## src/rtl/eb_rr_arb_ctrl_pkg.sv

```systemverilog
// Package for the round-robin arbiter / elastic buffer block.
// Holds the one-hot buffer state encoding and the round-robin pick helper.
package eb_rr_arb_pkg;

  localparam int unsigned MAX_N  = 16;
  localparam int unsigned MAX_SW = 4;

  // One-hot occupancy of the 2-slot buffer
  typedef enum logic [2:0] {
    S_EMPTY = 3'b001,
    S_ONE   = 3'b010,
    S_TWO   = 3'b100
  } state_t;

  // First set request bit at or above ptr, wrapping at n-1 -> 0; one-hot result
  function automatic logic [MAX_N-1:0] rr_pick(input logic [MAX_N-1:0]  req,
                                               input logic [MAX_SW-1:0] ptr,
                                               input int unsigned       n);
    logic [MAX_N-1:0]  gnt;
    logic              found;
    logic [MAX_SW-1:0] idx;
    gnt   = '0;
    found = 1'b0;
    for (int unsigned i = 0; i < MAX_N; i++) begin
      idx = MAX_SW'((32'(ptr) + i) % n);
      if (!found && (i < n) && req[idx]) begin
        gnt[idx] = 1'b1;
        found    = 1'b1;
      end
    end
    return gnt;
  endfunction

endpackage

```

## src/rtl/eb_rr_arb_ctrl_if.sv

```systemverilog
// Requester-side and consumer-side handshake bundle of eb_rr_arb_ctrl.
// slave: arbiter view; master: producer/consumer (environment) view.
interface eb_rr_arb_ctrl_if #(
  parameter int unsigned N = 4,
  parameter int unsigned W = 32
);
  localparam int unsigned SW = $clog2(N);

  logic [N-1:0]   t_valid;
  logic [N-1:0]   t_ready;
  logic [N*W-1:0] t_data;
  logic [N-1:0]   t_last;
  logic           i_0_valid;
  logic           i_0_ready;
  logic [W-1:0]   i_0_data;
  logic [SW-1:0]  i_0_src;
  logic           i_0_last;

  modport slave (
    input  t_valid, t_data, t_last, i_0_ready,
    output t_ready, i_0_valid, i_0_data, i_0_src, i_0_last
  );

  modport master (
    output t_valid, t_data, t_last, i_0_ready,
    input  t_ready, i_0_valid, i_0_data, i_0_src, i_0_last
  );

endinterface

```

## src/rtl/eb_rr_arb_ctrl_pick.sv

```systemverilog
// Combinational round-robin grant: one-hot grant plus its binary index.
module eb_rr_pick
  import eb_rr_arb_pkg::*;
#(
  parameter  int unsigned N  = 4,
  localparam int unsigned SW = $clog2(N)
) (
  input  logic [N-1:0]  req,
  input  logic [SW-1:0] ptr,
  output logic [N-1:0]  gnt,
  output logic [SW-1:0] gnt_idx
);

  assign gnt = N'(rr_pick(MAX_N'(req), MAX_SW'(ptr), N));

  // One-hot to binary encode of the grant
  always_comb begin
    gnt_idx = '0;
    for (int k = 0; k < int'(N); k++) begin
      if (gnt[k]) gnt_idx = SW'(k);
    end
  end

endmodule

```

## src/rtl/eb_rr_arb_ctrl.sv

```systemverilog
// N-to-1 round-robin arbiter feeding a shared 2-slot elastic buffer.
// Optional packet lock: define EB_RR_ARB_PKT_LOCK_EN to hold the grant on a
// requester until it delivers a beat with t_last set.
module eb_rr_arb_ctrl
  import eb_rr_arb_pkg::*;
#(
  parameter int unsigned N = 4,
  parameter int unsigned W = 32
) (
  input  logic           clk,
  input  logic           reset_n,
  eb_rr_arb_ctrl_if.slave bus
);

  localparam int unsigned SW = $clog2(N);

  state_t        r_state, w_state_nxt;
  logic          w_buf_rdy, w_out_valid;
  logic [SW-1:0] r_ptr;
  logic [N-1:0]  w_req, w_gnt, w_tready;
  logic [SW-1:0] w_gnt_idx;
  logic          w_acc, w_dq;
  logic [W-1:0]  w_in_data;
  logic          w_in_last;

  // Slot 0 is always the head of line and drives the outputs directly
  logic [W-1:0]  r_s0_data, r_s1_data;
  logic [SW-1:0] r_s0_src,  r_s1_src;
  logic          r_s0_last, r_s1_last;

`ifdef EB_RR_ARB_PKT_LOCK_EN
  logic          r_lock;
  logic [SW-1:0] r_lock_idx;

  // While locked only the owning requester may be granted
  assign w_req = r_lock ? (bus.t_valid & (N'(1) << r_lock_idx)) : bus.t_valid;

  // Lock on a non-final beat, release on the final one
  always_ff @(posedge clk or negedge reset_n) begin
    if (!reset_n) begin
      r_lock     <= 1'b0;
      r_lock_idx <= '0;
    end else if (w_acc) begin
      r_lock     <= ~w_in_last;
      r_lock_idx <= w_gnt_idx;
    end
  end
`else
  assign w_req = bus.t_valid;
`endif

  eb_rr_pick #(.N(N)) u_pick (
    .req     (w_req),
    .ptr     (r_ptr),
    .gnt     (w_gnt),
    .gnt_idx (w_gnt_idx)
  );

  assign w_tready = w_gnt & {N{w_buf_rdy}};
  assign w_acc    = |(bus.t_valid & w_tready);
  assign w_dq     = w_out_valid & bus.i_0_ready;

  // Select the granted requester's beat
  always_comb begin
    w_in_data = '0;
    for (int k = 0; k < int'(N); k++) begin
      if (w_gnt[k]) w_in_data = bus.t_data[k*W +: W];
    end
  end
  assign w_in_last = |(bus.t_last & w_gnt);

  // Buffer state register
  always_ff @(posedge clk or negedge reset_n) begin
    if (!reset_n) r_state <= S_EMPTY;
    else          r_state <= w_state_nxt;
  end

  // Buffer next-state
  always_comb begin
    w_state_nxt = r_state;
    unique case (r_state)
      S_EMPTY: if (w_acc)           w_state_nxt = S_ONE;
      S_ONE: begin
        if (w_acc && !w_dq)         w_state_nxt = S_TWO;
        else if (!w_acc && w_dq)    w_state_nxt = S_EMPTY;
      end
      S_TWO:   if (w_dq)            w_state_nxt = S_ONE;
      default:                      w_state_nxt = S_EMPTY;
    endcase
  end

  // Status decode from the registered state only
  always_comb begin
    w_buf_rdy   = 1'b1;
    w_out_valid = 1'b0;
    unique case (r_state)
      S_EMPTY: ;
      S_ONE:   w_out_valid = 1'b1;
      S_TWO: begin
        w_buf_rdy   = 1'b0;
        w_out_valid = 1'b1;
      end
      default: w_buf_rdy = 1'b0;
    endcase
  end

  // Data slots: new beat goes to head if head frees or is empty, else to slot 1
  always_ff @(posedge clk or negedge reset_n) begin
    if (!reset_n) begin
      r_s0_data <= '0;
      r_s0_src  <= '0;
      r_s0_last <= 1'b0;
      r_s1_data <= '0;
      r_s1_src  <= '0;
      r_s1_last <= 1'b0;
    end else begin
      if (w_acc && ((r_state == S_EMPTY) || ((r_state == S_ONE) && w_dq))) begin
        r_s0_data <= w_in_data;
        r_s0_src  <= w_gnt_idx;
        r_s0_last <= w_in_last;
      end else if ((r_state == S_TWO) && w_dq) begin
        r_s0_data <= r_s1_data;
        r_s0_src  <= r_s1_src;
        r_s0_last <= r_s1_last;
      end
      if (w_acc && (r_state == S_ONE) && !w_dq) begin
        r_s1_data <= w_in_data;
        r_s1_src  <= w_gnt_idx;
        r_s1_last <= w_in_last;
      end
    end
  end

  // Round-robin pointer moves just past the accepted requester
  always_ff @(posedge clk or negedge reset_n) begin
    if (!reset_n)   r_ptr <= '0;
    else if (w_acc) r_ptr <= (w_gnt_idx == SW'(N-1)) ? '0 : w_gnt_idx + SW'(1);
  end

  assign bus.t_ready   = w_tready;
  assign bus.i_0_valid = w_out_valid;
  assign bus.i_0_data  = r_s0_data;
  assign bus.i_0_src   = r_s0_src;
  assign bus.i_0_last  = r_s0_last;

endmodule

```

## src/flat_wrapper.sv

```systemverilog
// flat-port wrapper written by rule: the top's interface ports become plain ports
module eb_rr_arb_ctrl_flat import eb_rr_arb_pkg::*;
#(
  parameter int unsigned N = 4,
  parameter int unsigned W = 32
)
  (clk, reset_n, bus_t_valid, bus_t_data, bus_t_last, bus_i_0_ready, bus_t_ready, bus_i_0_valid, bus_i_0_data, bus_i_0_src, bus_i_0_last);
  eb_rr_arb_ctrl_if #(.N(N), .W(W)) bus_i ();
  input  logic clk;
  input  logic reset_n;
  input wire logic [$bits(bus_i.t_valid)-1:0] bus_t_valid;
  input wire logic [$bits(bus_i.t_data)-1:0] bus_t_data;
  input wire logic [$bits(bus_i.t_last)-1:0] bus_t_last;
  input wire logic [$bits(bus_i.i_0_ready)-1:0] bus_i_0_ready;
  output wire logic [$bits(bus_i.t_ready)-1:0] bus_t_ready;
  output wire logic [$bits(bus_i.i_0_valid)-1:0] bus_i_0_valid;
  output wire logic [$bits(bus_i.i_0_data)-1:0] bus_i_0_data;
  output wire logic [$bits(bus_i.i_0_src)-1:0] bus_i_0_src;
  output wire logic [$bits(bus_i.i_0_last)-1:0] bus_i_0_last;
  assign bus_i.t_valid = bus_t_valid;
  assign bus_i.t_data = bus_t_data;
  assign bus_i.t_last = bus_t_last;
  assign bus_i.i_0_ready = bus_i_0_ready;
  assign bus_t_ready = bus_i.t_ready;
  assign bus_i_0_valid = bus_i.i_0_valid;
  assign bus_i_0_data = bus_i.i_0_data;
  assign bus_i_0_src = bus_i.i_0_src;
  assign bus_i_0_last = bus_i.i_0_last;
  eb_rr_arb_ctrl #(.N(N), .W(W)) u_core (.clk(clk), .reset_n(reset_n), .bus(bus_i));
endmodule
```

## config.mk

```make
export PLATFORM = sky130hd
export DESIGN_NAME = eb_rr_arb_ctrl_flat
export DESIGN_NICKNAME = d
export VERILOG_FILES = /design/src/rtl/eb_rr_arb_ctrl_pkg.sv /design/src/rtl/eb_rr_arb_ctrl_if.sv /design/src/rtl/eb_rr_arb_ctrl_pick.sv /design/src/rtl/eb_rr_arb_ctrl.sv /design/src/flat_wrapper.sv
export SDC_FILE = /design/constraint.sdc
export NUM_CORES = 1
export LEC_CHECK = 0
export CORE_ASPECT_RATIO = 0.8
export CORE_MARGIN = 4
export CORE_UTILIZATION = 41
export DETAILED_ROUTE_END_ITERATION = 8
export GPL_TIMING_DRIVEN = 1
export PLACE_DENSITY = 0.78
export SYNTH_ARGS = -nofsm -noshare
export SYNTH_HDL_FRONTEND = slang
export SYNTH_SLANG_ARGS = --single-unit
```

## constraint.sdc

```tcl
create_clock -name clk -period 3.4 [get_ports clk]
set_input_delay 0.68 -clock clk [delete_from_list [all_inputs] [get_ports clk]]
set_output_delay 0.68 -clock clk [all_outputs]
set_load 0.1 [all_outputs]
```

# Yosys cells after proc, flatten, opt, wreduce, memory -nomap -nowiden
# Index checks and enable logic that the tools add are counted.
# Widths: inputs -> output; s select.
# word_totals
regBits,75
word_cells,104
# classes
addsub,4
magnitude_cmp,8
eq_ne,7
mux,44
bitwise,7
reduce_logical,26
# ops
operator,n
$mux 32,6
$lt 2x5->1 const B,4
$mux 1,16
$mux 4,4
$logic_and 1x1->1,14
$and 4x4->4,3
$mux 3,4
$or 4x4->4,3
$mux 2,5
$pmux 3 s3,1
$bmux 1 s2,4
$demux 1 s2,4
$ge 2x1->1 const B,4
$reduce_or 4->1,2
$logic_not 1->1,5
$add 2x1->2 const B,2
$add 2x2->2 const B,2
$ne 2x1->1 const B,2
$reduce_or 2->1,2
$eq 3x1->1 const B,1
$eq 3x2->1 const B,1
$eq 3x3->1 const B,1
$ne 3x1->1 const B,1
$reduce_and 3->1,1
other kinds (4),4

# Logic depth before layout (Yosys ltp)
# Gate-level depths: netlist (run 1).
# depth
ltp_word,20
ltp_mapped,12
mapped_depth_nobuf,9

# Hierarchy
# Synthesis (run 1) repeated with hierarchy kept, for this count alone.
# hier_totals
cells_unflattened,464
area_unflattened_um2,4593.2
# by_module_without_submodules
module,n_inst,cells_per_inst,area_each_um2
eb_rr_arb_ctrl,1,423,4219.0
eb_rr_pick,1,41,374.1

# Worst setup path after synthesis (run 1)
# No wires, ideal clock.
# synth_path
path_kind,reg-to-output
from,register u_core.r_ptr[0]
to,output port bus_t_ready[2]
arrival_time_ps,3750
slack_ps,-1030
stages_incl_launch_ff,10
cell_sequence,dfrtp_1 buf_2 inv_1 ha_1 mux4_2 nor4b_1 nor3_1 buf_2 buf_2 nor2_1
# synth_between
elab_chain_len,13
elab_cells_between_ends,48
classes_between,add/sub: 3; order compare: 8; mux: 23; bitwise: 4; reduce/logical: 10
# synth_rtl
item,line,source
start: declaration,eb_rr_arb_ctrl.sv:19,logic [SW-1:0] r_ptr;
start signal: assignment,eb_rr_arb_ctrl.sv:137,else if (w_acc) r_ptr <= (w_gnt_idx == SW'(N-1)) ? '0 : w_gnt_idx + SW'(1);
branches (longest 11 deep; another with $lt 2x5->1),n/a,
$mux 4 (*),eb_rr_arb_ctrl_pkg.sv:26,if (!found && (i < n) && req[idx]) begin
$and 4x4->4 (*),eb_rr_arb_ctrl.sv:59,assign w_tready = w_gnt & {N{w_buf_rdy}};
end: declaration,flat_wrapper.sv:15,output wire logic [$bits(bus_i.t_ready)-1:0] bus_t_ready;
# Mark *: on every way between the ends. The select of a mux whose other input is x is not followed.

# Worst setup path in the final report (run 1)
# layout_path
from,register u_core.r_ptr[1]
to,output port bus_t_ready[3]
# Same word-level chain as after synthesis.

==> impl_results.rst, run 1 <==
.. list-table::
   :header-rows: 1

   * - Metric
     - Value
   * - Horizontal die dimension
     - about 130 um
   * - Synthesized net count
     - 686
   * - Complex-gate fraction of the synthesized area
     - 0.247
   * - Max capacitance violation total
     - 0
   * - Xor-xnor portion of the synthesized cell area
     - 0.00181
   * - Clock latency on the worst-skew pair
     - 0.34 ns
   * - Setup clock skew after layout
     - 0.00769 ns
   * - Number of distinct library cell variants in the gate-level netlist after synthesis
     - 49
   * - Status
     - finished clean
   * - Number of global-route vias before repair
     - 5322
   * - Cts bufs inserted
     - 9
   * - Height of the die
     - 105 um
   * - Data arrival time of the critical path
     - 2.69 ns
   * - Post-layout min period
     - 3.37 ns
   * - Multiplexer share of the synthesized area
     - 0.111
   * - DRC errors left
     - 0
   * - Worst Hold Margin
     - around 0.48 ns
   * - Filler Cells Inserted
     - between 900 and 1000
   * - Top post-synthesis cells by area
     - sky130_fd_sc_hd__dfrtp_1, sky130_fd_sc_hd__mux2_2, sky130_fd_sc_hd__o21ai_0
   * - Instance area after placement
     - 0.00727 mm2
   * - Starting Density
     - 0.421
   * - Combined area of all synthesized cells
     - 0.00485 mm2
   * - Final hold violation count
     - 0
   * - Max Freq
     - 297 MHz
   * - Via density per instance
     - around 5.9
   * - Share of post-route cells with drive strength above 1
     - 0.273
   * - Most used cells in the layout excluding fill and tap cells
     - sky130_fd_sc_hd__clkdlybuf4s50_1, sky130_fd_sc_hd__buf_4, sky130_fd_sc_hd__dfrtp_1
   * - Simple logic cell fraction of the synthesized area
     - 0.186
   * - Final routed wirelength across all metal layers
     - 17600 um
   * - Portion of the post-synthesis area used by sequential elements
     - 0.387
   * - Endpoint kind of the worst setup timing path
     - output port
   * - Final setup violation count
     - 0
   * - Die footprint
     - around 0.014 mm2
   * - Max Transition Viols Final
     - 0
   * - Crit share post-route
     - 0.991
   * - Fin nets
     - 891
   * - Warnings from Yosys
     - 0
   * - Maximum fanout along the worst path
     - 7
   * - Count of vias placed by the detailed router
     - 5297
   * - Pin count of the biggest net entering global routing
     - between 70 and 80
   * - Area of the multi-input gates
     - 0.00286 mm2
   * - Transition time at the pin with the least slew margin
     - 0.948 ns
   * - Buffer cell driving the clock tree root
     - sky130_fd_sc_hd__clkbuf_16
   * - Layout-stage area growth over the synthesis result
     - 57.7%
   * - Remaining max-slew budget at the tightest pin
     - 0.368
   * - Count of TritonRoute iterations in the first routing pass
     - 5
   * - Number of antenna violations at the first check in global routing
     - 1
   * - Fraction of post-synthesis cell area in the top cell type by area
     - 0.382
   * - Worst VDD drop
     - 0.620 mV
   * - Clock input transition at the sequential cells of the worst setup and hold paths
     - 0.07 ns
   * - Number of placement rows
     - 35
   * - Placed wire-length estimate after detailed placement
     - approximately 13000 um
   * - Number of enable-type register cells in the synthesized netlist
     - 0
   * - Setup slack of the most critical reg-to-reg path
     - 0.12 ns
   * - Global-route wire length before repair
     - 27700 um
   * - Synthesized-area fraction occupied by adder cells
     - 0.0155
   * - FF+latch area
     - 0.00188 mm2
   * - Post-synth ARST share
     - 1.00
   * - Synthesized instance count
     - 541
   * - Clock tree from TritonCTS
     - built
   * - Average footprint of a synthesized cell
     - 8.96 um2
   * - Final RePlAce weighted congestion
     - between 0.8 and 0.9
   * - Dominant delay contributor by cell family on the critical path
     - multiplexers
   * - Power density over the cells
     - around 1300 mW/mm2
   * - Total global routing overflow
     - 0
   * - Final instance area
     - 0.00765 mm2
   * - Largest area contributor in the synthesized netlist
     - sky130_fd_sc_hd__dfrtp_1
   * - RSZ-0062 raised after global routing
     - yes
   * - Worst path most repeated cell
     - sky130_fd_sc_hd__buf_4
   * - Setup WS pre-CTS
     - -0.217 ns
   * - Number of top-level design ports
     - 179
   * - Most common library cell in the layout ignoring fill and taps
     - sky130_fd_sc_hd__clkdlybuf4s50_1
   * - LEAKAGE
     - approximately 0.0032 uW
   * - Final Worst Setup Slack
     - 0.0301 ns
   * - Required time of the critical path
     - 2.72 ns
   * - DRT antenna net count
     - 0
   * - Flops & latches, synth
     - 75
   * - Critical path cell sequence
     - inv_1, ha_4, mux4_2, nand2_1, o21ai_1, buf_4, buf_4, nor3_4, nor2_4, buf_12
   * - WL per Instance
     - 19.6 um
   * - Main flop type after synthesis
     - sky130_fd_sc_hd__dfrtp_1
   * - Crit start category
     - flip-flop
   * - Hold buffer count at cts
     - 0
   * - CORE AREA
     - 0.0115 mm2
   * - Min-delay worst type
     - input port to async pin
   * - Total global-route track usage
     - 0.254
   * - Deepest level of the CTS H-tree
     - 3
   * - Largest family of logic cells by synthesized area
     - compound AO/OA/AOI/OAI gates
   * - Library cell contributing the largest single delay on the critical path
     - sky130_fd_sc_hd__mux4_2
   * - Total number of clock tree sinks
     - between 70 and 80
   * - Input/output buffers
     - 178
   * - Largest stage delay on the critical path
     - 0.57 ns
   * - Initial detailed-routing violation count
     - 514
   * - Maximum number of buffers from clock root to sink
     - 2
   * - CP Buf/Inv Count
     - 4
   * - Worst Path Class, Setup
     - flip-flop to output port
-- path summary, 6_finish.rpt --
| path | start | to | cells past startpoint |
|---|---|---|---|
| worst max-delay path | u_core.r_ptr[1] | bus_t_ready[3] | 10 |
| worst min-delay path | reset_n | u_core.bus.i_0_data[17] | 1 |
| worst max register to register | u_core.r_ptr[1] | u_core.r_s1_data[14] | 11 |
| worst min register to register | u_core.r_s1_data[11] | u_core.r_s1_data[11] | 2 |
| max in group asynchronous | reset_n | u_core.bus.i_0_data[31] | 1 |
| min in group clk | u_core.r_s1_data[11] | u_core.r_s1_data[11] | 2 |
-- power by group --
group | internal [uW] | switching, uW
registers | 1280 | 229
clock network | 589 | 427
logic | 2660 | 4490
-- flip-flops by register name, summed over array words and instances (netlist names) --
register,flops
u_core.r_state,3
u_core.r_s1_last,1
u_core.r_s1_data,32
u_core.r_s1_src,2
u_core.bus.i_0_last,1
u_core.bus.i_0_src,2
u_core.r_ptr,2
u_core.bus.i_0_data,32
-- worst reg2reg max path: stages (launching register included) --
cell and delay (ns):
sky130_fd_sc_hd__dfrtp_1 0.35, sky130_fd_sc_hd__inv_1 0.08, sky130_fd_sc_hd__ha_4 0.30, sky130_fd_sc_hd__mux4_2 0.57, sky130_fd_sc_hd__buf_4 0.17, sky130_fd_sc_hd__nor4b_4 0.27, sky130_fd_sc_hd__o31a_1 0.30, sky130_fd_sc_hd__nor4_4 0.09
sky130_fd_sc_hd__or3_1 0.44, sky130_fd_sc_hd__buf_12 0.18, sky130_fd_sc_hd__buf_4 0.20, sky130_fd_sc_hd__o21ai_0 0.23
-- synthesized netlist by cell type (2+ instances only) --
library cell,count
sky130_fd_sc_hd__nor4b_1,3
sky130_fd_sc_hd__mux2_2,27
sky130_fd_sc_hd__nand4_1,28
sky130_fd_sc_hd__a221oi_1,2
sky130_fd_sc_hd__nor3_1,5
sky130_fd_sc_hd__mux2_4,8
sky130_fd_sc_hd__nand3_1,35
sky130_fd_sc_hd__buf_1,2
sky130_fd_sc_hd__a21boi_0,4
sky130_fd_sc_hd__o31a_1,2
sky130_fd_sc_hd__nor3b_1,3
sky130_fd_sc_hd__o21ai_1,3
sky130_fd_sc_hd__o21a_1,9
sky130_fd_sc_hd__o21ai_0,47
sky130_fd_sc_hd__inv_1,4
sky130_fd_sc_hd__a22oi_1,4
sky130_fd_sc_hd__buf_2,12
sky130_fd_sc_hd__clkbuf_1,37
sky130_fd_sc_hd__dfrtp_1,74
sky130_fd_sc_hd__nor2_1,41
sky130_fd_sc_hd__ha_1,6
sky130_fd_sc_hd__nand2_1,39
sky130_fd_sc_hd__a31oi_1,14
sky130_fd_sc_hd__a31o_2,21
sky130_fd_sc_hd__nand4b_1,2
sky130_fd_sc_hd__o31ai_1,22
sky130_fd_sc_hd__or3_1,3
sky130_fd_sc_hd__a22o_1,2
sky130_fd_sc_hd__mux4_2,2
sky130_fd_sc_hd__nand2b_1,5
sky130_fd_sc_hd__a221o_1,9
sky130_fd_sc_hd__a41oi_1,4
sky130_fd_sc_hd__mux2i_1,7
sky130_fd_sc_hd__a21oi_1,33
sky130_fd_sc_hd__nor2b_1,5
sky130_fd_sc_hd__and2_1,4
-- cell type report --
| class | instances | area share |
|---|---|---|
| Timing Repair Buffer | 247 | 0.312 |
| Multi-Input combinational cell | 409 | 0.375 |
| Sequential cell | 75 | 0.246 |
| Inverter | 4 | 0.00196 |
| Clock inverter | 7 | 0.0121 |
| Tap cell | 148 | 0.0242 |
| Clock buffer | 9 | 0.0295 |
| Antenna cell | 1 | 0.000327 |
-- repair_timing --
| action | CTS | global route |
|---|---|---|
| pin swaps | 2 | 3 |
| endpoints found under the setup margin | 3 | 17 |
| setup buffers | 5 | 2 |
| gates cloned | 0 | 0 |
| resized for setup | 6 | 2 |
-- cells by family (layout without fill, tap and decap cells) --
| kind of cell | count (synthesis) | count (layout) |
|---|---|---|
| AO/OA/AOI/OAI | 180 | 180 |
| XOR/XNOR | 1 | 1 |
| adder cells (fa/ha/maj) | 6 | 6 |
| buffers and inverters | 57 | 267 |
| flip-flops | 75 | 75 |
| multiplexers | 44 | 44 |
| other | 0 | 1 |
| AND/OR/NAND/NOR | 178 | 178 |
-- stage by stage --
step | instances | utilization | power, uW | setup TNS [ns]
floorplan | 541 | - | 6150 | -0.0992
global placement | 876 | 0.631 | 8330 | -8.45
detailed placement | 876 | 0.631 | 8500 | -12.54
CTS | 897 | 0.662 | 9600 | 0
global route | 900 | 0.664 | 10200 | -0.0700
finish | 900 | 0.664 | 9670 | 0
-- layer usage --
| metal | track usage | vias to the layer above | wire (um) |
|---|---|---|---|
| met2 | 0.420 | 253 | 8770 |
| met1 | 0.334 | 2571 | 7180 |
| li1 | - | 2450 | - |
| met3 | 0.0598 | 23 | 1360 |
| met4 | 0.0697 | 0 | 287 |
| met5 | 0 | - | 0 |
(Power assumes the default switching activity.)
==> run 2: changes to the inputs <==
--- a/config.mk
+++ b/config.mk
@@ -10,7 +10,8 @@
 export CORE_UTILIZATION = 41
 export DETAILED_ROUTE_END_ITERATION = 8
 export GPL_TIMING_DRIVEN = 1
-export PLACE_DENSITY = 0.78
+export HOLD_SLACK_MARGIN = 0.08
+export PLACE_DENSITY_LB_ADDON = 0.08
 export SYNTH_ARGS = -nofsm -noshare
 export SYNTH_HDL_FRONTEND = slang
 export SYNTH_SLANG_ARGS = --single-unit
==> run 2 against run 1 <==
Compared with the run above:
- final cell count shrank 0.11%
- count of clock-buffer cells in the layout grew 2
- register-to-register slack lost 0.03 ns
- die area is the same
- critical path depth shrank 1
- non-clock buffer count is the same
- core utilization shrank 0.59 points
- wire length shrank 2.8%
- sequential share of layout area grew 0.22 points
- combinational power shrank 2%
- largest power group unchanged
- largest cell class unchanged
- total power shrank 2.1%
- worst hold slack gained 0.0061 ns
==> impl_results.rst, run 2 (synthesized netlist as in run 1, its figures left out) <==
.. list-table::
   :header-rows: 1

   * - Metric
     - Value
   * - Status
     - finished clean
   * - Final hold violation count
     - 0
   * - CORE AREA
     - ~0.012 mm2
   * - Deepest level of the CTS H-tree
     - 3
   * - Max capacitance violation total
     - 0
   * - Setup clock skew after layout
     - 0.00707 ns
   * - Worst Path Class, Setup
     - flip-flop to output port
   * - Maximum fanout along the worst path
     - 6
   * - DRC errors left
     - 0
   * - Diodes inserted
     - 0
   * - Library cell contributing the largest single delay on the critical path
     - sky130_fd_sc_hd__mux4_2
   * - Cts bufs inserted
     - 9
   * - Number of placement rows
     - 35
   * - Remaining max-slew budget at the tightest pin
     - 0.347
   * - Placed Instances
     - 877
   * - Setup slack of the most critical reg-to-reg path
     - around 0.09 ns
   * - Final setup violation count
     - 0
   * - Worst reg2reg path startpoint
     - u_core.r_ptr[1]
   * - Min-delay worst type
     - input port to async pin
   * - Final instance area
     - 0.00758 mm2
   * - Height of the die
     - ~110 um
   * - R2r endpoint
     - u_core.r_s1_data[27]
   * - Crit share post-route
     - 0.981
   * - Total global routing overflow
     - 0
   * - RSZ-0062 raised after global routing
     - yes
   * - Total number of clock tree sinks
     - 75
   * - Via density per instance
     - 5.83
   * - Number of global-route vias before repair
     - roughly 5200
   * - Transition time at the pin with the least slew margin
     - 0.976 ns
   * - Filler Cells Inserted
     - 970
   * - Starting Density
     - 0.421
   * - Max Freq
     - 300 MHz
   * - Final RePlAce weighted congestion
     - 0.874
   * - Pin count of the biggest net entering global routing
     - 76
   * - Required time of the critical path
     - 2.72 ns
   * - Input/output buffers
     - 178
   * - Endpoint kind of the worst setup timing path
     - output port
   * - Number of gates on the worst path with buffers counted
     - 9
   * - Count of placed standard cells in the final layout, fillers left out
     - 899
   * - Count of vias placed by the detailed router
     - 5242
   * - Clock tree from TritonCTS
     - built
   * - End point of the critical path
     - bus_t_ready[2]
   * - Maximum number of buffers from clock root to sink
     - 2
   * - Met2 layer usage reported by global route
     - 0.387
   * - Count of TritonRoute iterations in the first routing pass
     - 5
   * - Final routed wirelength across all metal layers
     - 17100 um
   * - Share of post-route cells with drive strength above 1
     - 0.270
   * - Placed wire-length estimate after detailed placement
     - 12700 um
   * - Die footprint
     - 0.0136 mm2
   * - Largest stage delay on the critical path
     - around 0.60 ns
   * - Clock input transition at the sequential cells of the worst setup and hold paths
     - ~0.060 ns
   * - Instance area after placement
     - 0.00721 mm2
   * - Critical path cell sequence
     - inv_4, ha_4, mux4_2, nor2b_4, a22o_1, buf_4, nor3_4, nor2_4, buf_12
   * - Reg2Reg Depth
     - 13
   * - Global routing met3 resource utilization
     - 0.0679
   * - WL per Instance
     - 19.0 um
   * - Met1 track utilization from global routing
     - 0.342
   * - Total global-route track usage
     - 0.247
   * - Most used cells in the layout excluding fill and tap cells
     - sky130_fd_sc_hd__clkdlybuf4s50_1, sky130_fd_sc_hd__buf_4, sky130_fd_sc_hd__dfrtp_1
   * - Number of top-level design ports
     - 179
   * - Dominant delay contributor by cell family on the critical path
     - multiplexers
   * - Number of antenna violations at the first check in global routing
     - 0
   * - CP Buf/Inv Count
     - 3
   * - Buffer cell driving the clock tree root
     - sky130_fd_sc_hd__clkbuf_16
   * - Initial detailed-routing violation count
     - 435
   * - Most common library cell in the layout ignoring fill and taps
     - sky130_fd_sc_hd__clkdlybuf4s50_1
   * - DRT antenna net count
     - 0
   * - Post-layout min period
     - around 3.3 ns
   * - Horizontal die dimension
     - 130 um
   * - Clock latency on the worst-skew pair
     - between 0.3 and 0.4 ns
   * - Worst VDD drop
     - slightly below 0.6 mV
   * - Layout-stage area growth over the synthesis result
     - 56.4%
   * - Crit start category
     - flip-flop
   * - Global-route wire length before repair
     - 27000 um
   * - Power density over the cells
     - 1250 mW/mm2
   * - Critical Path Start
     - u_core.r_ptr[1]
   * - Data arrival time of the critical path
     - 2.65 ns
   * - Most utilized layer in the global route result
     - met2
   * - Fin nets
     - 891
   * - LEAKAGE
     - around 0.0032 uW
   * - Max Transition Viols Final
     - 0
## run 2: per-layer routing
metal / wire (um) / part of all wire
met4: 211 / 0.012
met1: 7640 / 0.45
met2: 8160 / 0.48
met5: 0 / 0
met3: 1100 / 0.064
## run 2: worst min-delay path by stage
stage	cells after the start	to
after floorplan	0	u_core.bus.i_0_data[0]
after global placement	2	u_core.r_s1_data[2]
after detailed placement	1	u_core.r_s1_data[31]
after CTS	1	u_core.r_s1_data[31]
after global routing	1	u_core.r_s1_data[27]
final	1	u_core.bus.i_0_data[7]
## run 2: power breakdown
group	switching [uW]	internal, uW	total [uW]
clock network	376	591	967
registers	221	1280	1500
logic	4420	2590	7000
total	5010	4460	9470
## run 2: area by class of cell
cell class / instances / area (um2) / area share
Clock buffer: 11 / 243 / 0.0320
Timing Repair Buffer: 247 / 2320 / 0.307
Inverter: 4 / 17.5 / 0.00231
Multi-Input combinational cell: 409 / 2870 / 0.379
Clock inverter: 5 / 61.3 / 0.00809
Sequential cell: 75 / 1880 / 0.248
Tap cell: 148 / 185 / 0.0244
## run 2: worst register-to-register path, delay by kind of cell, from the launching register on
family                     cells  cell delay [ns]
AOI/OAI and AO/OA              3             0.68
muxes                          2             0.82
and+or+nand+nor                2             0.42
DFF                            1             0.39
adders and majority gates      1             0.28
buffers and inverters          5             0.68
## run 2: through the flow
step                      TNS (ns)   util  worst slack (ns)  hold WS, ns  total power [uW]
after global routing       -0.0266  0.658           -0.0157        0.513             10100
after global placement      -12.78  0.626            -0.260        0.478              8250
final                            0  0.658            0.0658        0.485              9470
after CTS                        0  0.656            0.0501        0.502              9420
after floorplan            -0.0992      -           -0.0648        0.384              6150
after detailed placement    -18.63  0.626            -0.365        0.489              8370
## run 2: repair_timing
item,CTS,global route
setup endpoints to repair,8,25
gates resized for setup,8,10
hold buffers,0,0
setup buffers,3,3
pin swaps,1,3
==> run 3: changes to the inputs <==
==> constraint.sdc (replaced) <==
create_clock -name clk -period 3.4 [get_ports clk]
set_input_delay 0.51 -clock clk [delete_from_list [all_inputs] [get_ports clk]]
set_output_delay 0.51 -clock clk [all_outputs]
set_load 0.1 [all_outputs]
==> run 3 against run 2 <==
Compared with the run above:
- critical path depth increased by 2
- total power down 0.99%
- register-to-register slack gained 0.07 ns
- largest power group unchanged
- fmax is 1.8% higher
- worst setup slack better by 0.058 ns
- sequential share of layout area grew 0.16 points
- clock skew decreased by 0.0014 ns
- worst hold slack got worse by 0.17 ns
==> impl_results.rst, run 3 (synthesized netlist as in run 1, its figures left out) <==
.. list-table::
   :header-rows: 1

   * - Metric
     - Value
   * - Status
     - finished clean
   * - Filler Cells Inserted
     - 937
   * - Power density over the cells
     - 1250 mW/mm2
   * - Count of vias placed by the detailed router
     - 5220
   * - Final Worst Setup Slack
     - 0.124 ns
   * - Worst VDD drop
     - around 0.60 mV
   * - Total global routing overflow
     - 0
   * - Post-layout min period
     - ~3.3 ns
   * - LEAKAGE
     - 0.00306 uW
   * - Number of antenna violations at the first check in global routing
     - 0
   * - DRC errors left
     - 0
   * - Starting Density
     - 0.421
   * - Max capacitance violation total
     - 0
   * - Finished Core Util
     - 0.654
   * - Clock latency on the worst-skew pair
     - 0.33 ns
   * - Final routed wirelength across all metal layers
     - 17300 um
   * - Final setup violation count
     - 0
   * - Diodes inserted
     - 0
   * - Max Freq
     - 305 MHz
   * - Min-delay worst type
     - input port to async pin
   * - CORE AREA
     - 0.0115 mm2
   * - Final RePlAce weighted congestion
     - between 0.9 and 1
   * - Data arrival time of the critical path
     - around 2.8 ns
   * - Horizontal die dimension
     - 130 um
   * - RSZ-0062 raised after global routing
     - yes
   * - Clock tree from TritonCTS
     - built
   * - Number of global-route vias before repair
     - 5410
   * - Number of top-level design ports
     - between 150 and 200
   * - Crit share post-route
     - 0.964
   * - Via density per instance
     - 5.90
   * - Input/output buffers
     - 178
   * - Remaining max-slew budget at the tightest pin
     - 0.320
   * - Height of the die
     - 105 um
   * - Pin count of the biggest net entering global routing
     - 76
   * - Cts bufs inserted
     - 9
   * - Hold buffer count at cts
     - 0
   * - Deepest level of the CTS H-tree
     - 3
   * - Placed wire-length estimate after detailed placement
     - roughly 12000 um
   * - Most common library cell in the layout ignoring fill and taps
     - sky130_fd_sc_hd__clkdlybuf4s50_1
   * - DRT antenna net count
     - 0
   * - Endpoint kind of the worst setup timing path
     - output port
   * - Most used cells in the layout excluding fill and tap cells
     - sky130_fd_sc_hd__clkdlybuf4s50_1, sky130_fd_sc_hd__dfrtp_1, sky130_fd_sc_hd__o21ai_0, sky130_fd_sc_hd__buf_4, sky130_fd_sc_hd__nand2_1
   * - Total global-route track usage
     - 0.252
   * - Worst Hold Margin
     - 0.311 ns
   * - FF+latch area
     - about 0.0019 mm2
   * - Worst Path Class, Setup
     - flip-flop to output port
   * - Layout-stage area growth over the synthesis result
     - 55.4%
   * - Die footprint
     - 0.0136 mm2
   * - Worst reg2reg path startpoint
     - u_core.r_ptr[0]
   * - Maximum number of buffers from clock root to sink
     - 2
   * - Setup WS pre-CTS
     - -0.155 ns
   * - Critical Path Start
     - u_core.r_ptr[0]
   * - Share of post-route cells with drive strength above 1
     - 0.211
   * - Clock input transition at the sequential cells of the worst setup and hold paths
     - 0.06 ns
   * - Buffer cell driving the clock tree root
     - sky130_fd_sc_hd__clkbuf_16
   * - Setup clock skew after layout
     - approximately 0.0056 ns
   * - Crit start category
     - flip-flop
   * - Count of TritonRoute iterations in the first routing pass
     - 5
   * - WL per Instance
     - around 20 um
   * - Fin nets
     - just under 900
   * - Required time of the critical path
     - 2.89 ns
   * - Global-route wire length before repair
     - 27300 um
   * - Area of the multi-input gates
     - ~0.0028 mm2
   * - Initial detailed-routing violation count
     - between 400 and 500
   * - Max Transition Viols Final
     - 0
   * - Maximum fanout along the worst path
     - 24
   * - Final hold violation count
     - 0
   * - Transition time at the pin with the least slew margin
     - roughly 1 ns
   * - Number of placement rows
     - 35
   * - Total number of clock tree sinks
     - 75
-- run 3: stage by stage --
step                total power, uW  setup TNS, ns  instance area [um2]  cells
detailed placement             8390          -2.47                 7210    867
floorplan                      6070         -0.291                 4900    541
global placement               8260          -1.35                 7210    867
finish                         9380              0                 7530    884
CTS                            9320              0                 7500    883
global route                   9940        -0.0174                 7530    884
-- run 3: final cells by class --
type | count | area share
sequential | 75 | 0.249
timing repair buffer | 232 | 0.310
multi-input combinational | 409 | 0.375
tap | 148 | 0.0246
inverter | 4 | 0.00199
clock buffer | 11 | 0.0336
clock inverter | 5 | 0.00482
-- run 3: power breakdown --
part	total, uW	internal, uW	switching (uW)
logic	6990	2570	4420
clock network	907	535	372
registers	1480	1280	206
-- run 3: path summary, 6_finish.rpt --
path	endpoint	slack [ns]	depth (start not counted)
min reg2reg	u_core.r_s1_data[31]	0.50	1
max	bus_t_ready[3]	0.12	11
min in group clk	u_core.r_s1_data[31]	0.50	1
max in group asynchronous	u_core.bus.i_0_data[27]	2.42	1
max reg2reg	u_core.bus.i_0_data[31]	0.16	12
min	u_core.r_ptr[0]	0.31	1
-- run 3: what timing repair did --
| item | in CTS | in global routing |
|---|---|---|
| setup buffers | 0 | 1 |
| gates resized for setup | 0 | 5 |
| setup endpoints to repair | 0 | 18 |
-- run 3: critical path: stages, from the launching register on --
cell and delay (ns):
sky130_fd_sc_hd__dfrtp_1 0.34, sky130_fd_sc_hd__inv_1 0.09, sky130_fd_sc_hd__ha_4 0.30, sky130_fd_sc_hd__mux4_2 0.57, sky130_fd_sc_hd__buf_4 0.17, sky130_fd_sc_hd__nand2_1 0.05
sky130_fd_sc_hd__o21ai_0 0.10, sky130_fd_sc_hd__buf_4 0.17, sky130_fd_sc_hd__nor3_4 0.19, sky130_fd_sc_hd__buf_12 0.22, sky130_fd_sc_hd__nor2_4 0.05, sky130_fd_sc_hd__buf_12 0.17
-- run 3: layer usage --
metal,track usage,share of wire,up-vias
met1,0.332,0.42,2538
met5,0,0,-
li1,-,-,2422
met4,0.0764,0.017,0
met3,0.0578,0.079,23
met2,0.411,0.48,237
